**config.mk**
```make
export PLATFORM = sky130hd
export DESIGN_NAME = fir_data_src
export DESIGN_NICKNAME = d
export VERILOG_FILES = /design/src/rtl/fir_tb_pkg.sv /design/src/rtl/fir_lfsr11.sv /design/src/rtl/fir_data_src.sv
export SDC_FILE = /design/constraint.sdc
export NUM_CORES = 1
export LEC_CHECK = 0
export CORE_UTILIZATION = 30
export CTS_CLUSTER_DIAMETER = 50
export DETAILED_ROUTE_END_ITERATION = 6
export PLACE_DENSITY = 0.53
export SLEW_MARGIN = 0
export SYNTH_ARGS = -nofsm -noshare
export SYNTH_HDL_FRONTEND = slang
export SYNTH_HIERARCHICAL = 1
export SYNTH_SLANG_ARGS = --single-unit
```
**constraint.sdc**
```tcl
create_clock -name CLK -period 4.2 [get_ports CLK]
set_clock_uncertainty 0.05 [all_clocks]
set_input_delay 0.63 -clock CLK [delete_from_list [all_inputs] [get_ports CLK]]
set_output_delay 0.63 -clock CLK [all_outputs]
set_load 0.005 [all_outputs]
```
**src/rtl/fir_tb_pkg.sv**
```systemverilog
// fir_tb_pkg: shared constants, mode encodings, FSM states and LFSR taps for the FIR stimulus source
package fir_tb_pkg;
  localparam int NB = 11;
  localparam int NTAPS = 9;
  localparam logic [1:0] MODE_RAMP = 2'b00;
  localparam logic [1:0] MODE_LFSR = 2'b01;
  localparam logic [1:0] MODE_IMP = 2'b10;
  localparam logic [1:0] MODE_ALT = 2'b11;
  localparam int LFSR_TAP_HI = 10;
  localparam int LFSR_TAP_LO = 8;
  typedef enum logic [1:0] {ST_IDLE, ST_STREAM, ST_DRAIN, ST_DONE} state_e;
  function automatic logic [10:0] lfsr11_next(input logic [10:0] s);
    return {s[9:0], s[LFSR_TAP_HI] ^ s[LFSR_TAP_LO]};
  endfunction
endpackage

```
**src/rtl/fir_lfsr11.sv**
```systemverilog
// fir_lfsr11: 11-bit Fibonacci LFSR (x^11+x^9+1) with seed, enable and async active-low reset
module fir_lfsr11 import fir_tb_pkg::*; #(
  parameter logic [10:0] SEED = 11'h5A5
) (
  input  logic        clk,
  input  logic        rst_n,
  input  logic        en,
  output logic [10:0] q
);
  logic [10:0] state_q, state_d;
  always_comb state_d = en ? lfsr11_next(state_q) : state_q;
  always_ff @(posedge clk or negedge rst_n)
    if (!rst_n) state_q <= SEED;
    else state_q <= state_d;
  assign q = state_q;
endmodule

```
**src/rtl/fir_data_src.sv**
```systemverilog
// fir_data_src: synthesizable FIR input stimulus source with ramp/LFSR/impulse/alternating streams
module fir_data_src import fir_tb_pkg::*; #(
  parameter int NB = 11,
  parameter int N_SAMPLES = 1024,
  parameter int GAP_PERIOD = 4,
  parameter int DRAIN_CYCLES = 16,
  parameter logic [10:0] LFSR_SEED = 11'h5A5,
  parameter logic [9*NB-1:0] H_INIT = '0
) (
  input  logic          CLK,
  input  logic          RST_n,
  input  logic          START,
  input  logic [1:0]    MODE,
  input  logic          GAP_EN,
  output logic [NB-1:0] DOUT,
  output logic          VOUT,
  output logic [NB-1:0] H0,
  output logic [NB-1:0] H1,
  output logic [NB-1:0] H2,
  output logic [NB-1:0] H3,
  output logic [NB-1:0] H4,
  output logic [NB-1:0] H5,
  output logic [NB-1:0] H6,
  output logic [NB-1:0] H7,
  output logic [NB-1:0] H8,
  output logic          BUSY,
  output logic          END_SIM
);
  localparam int SW = $clog2(GAP_PERIOD);
  localparam logic [NB-1:0] POS_MAX = {1'b0, {(NB-1){1'b1}}};
  localparam logic [NB-1:0] NEG_MAX = {1'b1, {(NB-1){1'b0}}};
  state_e state_q, state_d;
  logic [1:0] mode_q, mode_d;
  logic gap_en_q, gap_en_d;
  logic [SW-1:0] slot_q, slot_d;
  logic [15:0] samp_q, samp_d, drain_q, drain_d;
  logic [NB-1:0] dout_q, dout_d, sample;
  logic vout_q, vout_d, busy_q, busy_d, end_sim_q, end_sim_d;
  logic bubble, lfsr_en;
  logic [10:0] lfsr;
  fir_lfsr11 #(.SEED(LFSR_SEED)) u_lfsr (
    .clk(CLK),
    .rst_n(RST_n),
    .en(lfsr_en),
    .q(lfsr)
  );
  always_comb begin
    bubble = gap_en_q && slot_q == SW'(GAP_PERIOD - 1);
    lfsr_en = state_q == ST_STREAM && !bubble && mode_q == MODE_LFSR;
    sample = mode_q == MODE_RAMP ? samp_q[NB-1:0] :
             mode_q == MODE_LFSR ? NB'(lfsr) :
             mode_q == MODE_IMP  ? (samp_q == '0 ? POS_MAX : '0) :
                                   (samp_q[0] ? NEG_MAX : POS_MAX);
    state_d = state_q;
    mode_d = mode_q;
    gap_en_d = gap_en_q;
    slot_d = slot_q;
    samp_d = samp_q;
    drain_d = drain_q;
    dout_d = dout_q;
    vout_d = 1'b0;
    end_sim_d = end_sim_q;
    case (state_q)
      ST_IDLE: if (START) begin
        state_d = ST_STREAM;
        mode_d = MODE;
        gap_en_d = GAP_EN;
        slot_d = '0;
        samp_d = '0;
      end
      ST_STREAM: begin
        slot_d = slot_q == SW'(GAP_PERIOD - 1) ? '0 : slot_q + 1'b1;
        if (!bubble) begin
          vout_d = 1'b1;
          dout_d = sample;
          samp_d = samp_q + 16'd1;
          if (samp_q == 16'(N_SAMPLES - 1)) begin
            state_d = ST_DRAIN;
            drain_d = '0;
          end
        end
      end
      ST_DRAIN: begin
        dout_d = '0;
        drain_d = drain_q + 16'd1;
        if (drain_q == 16'(DRAIN_CYCLES - 1)) begin
          state_d = ST_DONE;
          end_sim_d = 1'b1;
        end
      end
      default: ;
    endcase
    busy_d = state_q == ST_STREAM || state_d == ST_DRAIN;
  end
  always_ff @(posedge CLK or negedge RST_n)
    if (!RST_n) begin
      state_q <= ST_IDLE;
      mode_q <= MODE_RAMP;
      gap_en_q <= 1'b0;
      slot_q <= '0;
      samp_q <= '0;
      drain_q <= '0;
      dout_q <= '0;
      vout_q <= 1'b0;
      busy_q <= 1'b0;
      end_sim_q <= 1'b0;
    end else begin
      state_q <= state_d;
      mode_q <= mode_d;
      gap_en_q <= gap_en_d;
      slot_q <= slot_d;
      samp_q <= samp_d;
      drain_q <= drain_d;
      dout_q <= dout_d;
      vout_q <= vout_d;
      busy_q <= busy_d;
      end_sim_q <= end_sim_d;
    end
  assign DOUT = dout_q;
  assign VOUT = vout_q;
  assign BUSY = busy_q;
  assign END_SIM = end_sim_q;
  assign H0 = H_INIT[0*NB +: NB];
  assign H1 = H_INIT[1*NB +: NB];
  assign H2 = H_INIT[2*NB +: NB];
  assign H3 = H_INIT[3*NB +: NB];
  assign H4 = H_INIT[4*NB +: NB];
  assign H5 = H_INIT[5*NB +: NB];
  assign H6 = H_INIT[6*NB +: NB];
  assign H7 = H_INIT[7*NB +: NB];
  assign H8 = H_INIT[8*NB +: NB];
endmodule

```
==> results.md <==
- Status: complete, no violations
- Synth Flop Type: dfrtp_1
- Die area: between 10000 and 15000 um^2
- Post CTS Setup Buffer Count: 0
- Placement Cell Area: ~4000 um^2
- Core Rows: 42
- Multiplexer share of the synthesized area: 4.773%
- FF-to-FF path depth: 4
- Routability cong.: around 0.76
- Post-Syn Area: 4115 um^2
- Avg Inst Size Synth: roughly 9.4 um^2
- Worst slew pin tran: 1209 ps
- CP required: around 4300 ps
- Critical path peak fanout: 15
- Core Box Area: ~13000 um^2
- Hold/Removal Path Class: reg2reg
- Final hold vios: 0
- Combinational share of power: 19.5%
- Crit path kind: reg2reg
- Reg clk slew, reported paths: around 50 ps
- Synth Area in Simple Gates: around 17%
- Synth Area in Adders: ~1.2%
- Final setup viols: 0
- Max transition margin: between 10% and 20%
- Global-route wire length before repair: ~13000 um
- Crit path cell chain: or4_1, or2_1, nor3_2, o22ai_1
- Setup TNS: 0 ps
- Sw Pwr: ~580 uW
- Mapped Cells: around 440
- Power density over the cells: ~460 nW/um^2
- Buffers on Ports: 19
- Largest net degree at the start of global routing: 46
- Pleak: approximately 1.9 nW
- Top-count cell post-synth: buf_4
- Initial Util: ~31%
- Vias in the first global route: 2717
- Reg2Reg Setup Slack: roughly 1600 ps
- Yosys reg bits: 64
- Clock power share: approximately 37%
- Post-CTS Resized: 0
- Internal power: roughly 1.4 mW
- Clock tree buffer depth: 2
- Max Cap Violations: 0
- Chip Height: 119.1 um
- Unrepaired setup endpoints after global routing: no
- Max Clk Rate: slightly below 0.4 GHz
- Hold-fix buffers, CTS: 0
- Largest family of logic cells by synthesized area: buffers and inverters
- Post-synth top area cell: dfrtp_1
- Global Route Usage Sum: 12.06%
- I/O pin count: 119
- Antenna diodes: 0
- Detail Placement HPWL: a little under 6000 um
- NumNets Final: approximately 460
- H-tree levels: 3
- Post-synth top area share: a little over a third
- DRC Markers: 0
- Dpl ws: around 1600 ps
- Worst path arrival time: 2710 ps
- DR WL/cell: between 10 and 15 um
- Final WS setup: 1612 ps
- Post-route ant nets: 0
- Initial antenna violation count: 0
- CTS root buffer: clkbuf_16
- Top post-synthesis cells by area: dfrtp_1, buf_4, dfstp_2
- Hold depth: 1
- Final Routed Wirelength: just over 8000 um
- CP Capture Type: register
- Tot Pwr: about 2.0 mW
- Final Slew Violations: 0
- Area Overhead vs Synth: 6.506%
- Avg Vias per Cell: about 4.6
- Xor-xnor portion of the synthesized cell area: roughly 2.8%
- Yosys warnings: 6
- Die Width: ~120 um
- Layout cells sized above 1: approximately 10%
- Clock Sinks: 64
- Tmin final: 2588 ps
- Number of flops mapped to enable cells by yosys: 0
- Vias: between 2000 and 3000
- CTS tree: done
- CTS buffer count: 9
- Post-synth ARST share: 100.0%
- Finished layout cell area: approximately 4400 um^2
- Sequential area share after synthesis: about two fifths
- Slowest stage cell, crit path: or4_1
- Post-synth cell types: 48
- Synth cell count leaders: buf_4, dfrtp_1, nor2_1
- Fin crit share: between 60% and 70%
- CP Launch Type: register
- Peak VDD IR: between 0.15 and 0.2 mV
- Critical Path Max Stage Delay: between 700 and 800 ps
- Pre-antenna DRT Iters: 4
- Iter 0 DRT Violations: roughly 150
- Sw Share: between 20% and 30%
- Sequential share of power: 43.6%
- Worst skew pair latency: roughly 330 ps
- Global route overflow: 0
- Synth Area in Compound Gates: 14.62%
## final cells by class
class,instances,area [um^2]
clock inverters,6,58.81
multi-input cells,348,2022
flip-flops and latches,64,1609
clock buffers,10,239.0
repair buffers,21,200.2
inverters,9,33.78
well taps,176,220.2
fillers,1374,8912
## stage by stage
step	hold slack, ps	std cells	util [%]
5_1_grt	439.2	634	32.97
2_1_floorplan	284.4	537	-
3_5_place_dp	418.9	618	30.73
6_report	420.3	634	32.97
4_1_cts	431.1	634	32.97
3_3_place_gp	418.5	618	30.73
## cells in the final DEF, fill, tap and decap left out, drive strengths merged, types with 11 or more instances in the layout
cell / instances
nand2: 18
mux2: 13
nand3: 11
o21ai: 23
conb: 99
clkdlybuf4s50: 18
nor2: 29
dfrtp: 58
a21oi: 19
a211oi: 21
nor3: 13
## final timing paths
path                             from           to
setup / recovery           samp_q[10]   state_q[0]
hold / removal                END_SIM      END_SIM
setup reg to reg           samp_q[10]   state_q[0]
hold reg to reg               END_SIM      END_SIM
max in group asynchronous       RST_n  drain_q[13]
min in group asynchronous       RST_n  u_lfsr/q[6]
## flip-flops by register name, summed over array words and instances, names as in the netlist
name      cells
BUSY          1
DOUT         11
END_SIM       1
VOUT          1
drain_q      16
gap_en_q      1
mode_q        2
samp_q       16
slot_q        2
state_q       2
u_lfsr/q     11
## routing by layer
| metal | track usage, % | up-vias | part of all wire (%) |
|---|---|---|---|
| li1 | - | 1401 | - |
| met1 | 15.22 | 1399 | 46 |
| met2 | 19.30 | 86 | 49 |
| met3 | 3.400 | 11 | 3.7 |
| met4 | 4.905 | 0 | 1.3 |
| met5 | 0 | - | 0 |
## power by group through the flow
stage | clock network (mW) | registers, mW | logic (mW)
after floorplan | 0 | 0.842 | 0.345
after global placement | 0 | 0.884 | 0.385
after detailed placement | 0 | 0.886 | 0.391
after CTS | 0.758 | 0.878 | 0.393
after global routing | 0.784 | 0.903 | 0.442
final | 0.741 | 0.874 | 0.391
## kinds of logic after synthesis
logic type / after synthesis
adders and majority gates: 4
other: 1
xor gates and xnor gates: 13
muxes: 15
DFF: 64
buffers and inverters: 125
and+or+nand+nor: 126
AOI/OAI and AO/OA: 91
## critical path, delay by kind of cell (launching register included)
kind | cells | cell delay (ps)
compound gates | 1 | 190
flops | 1 | 450
simple gates | 3 | 1740
No activity file was read; power rests on OpenSTA's default activity.
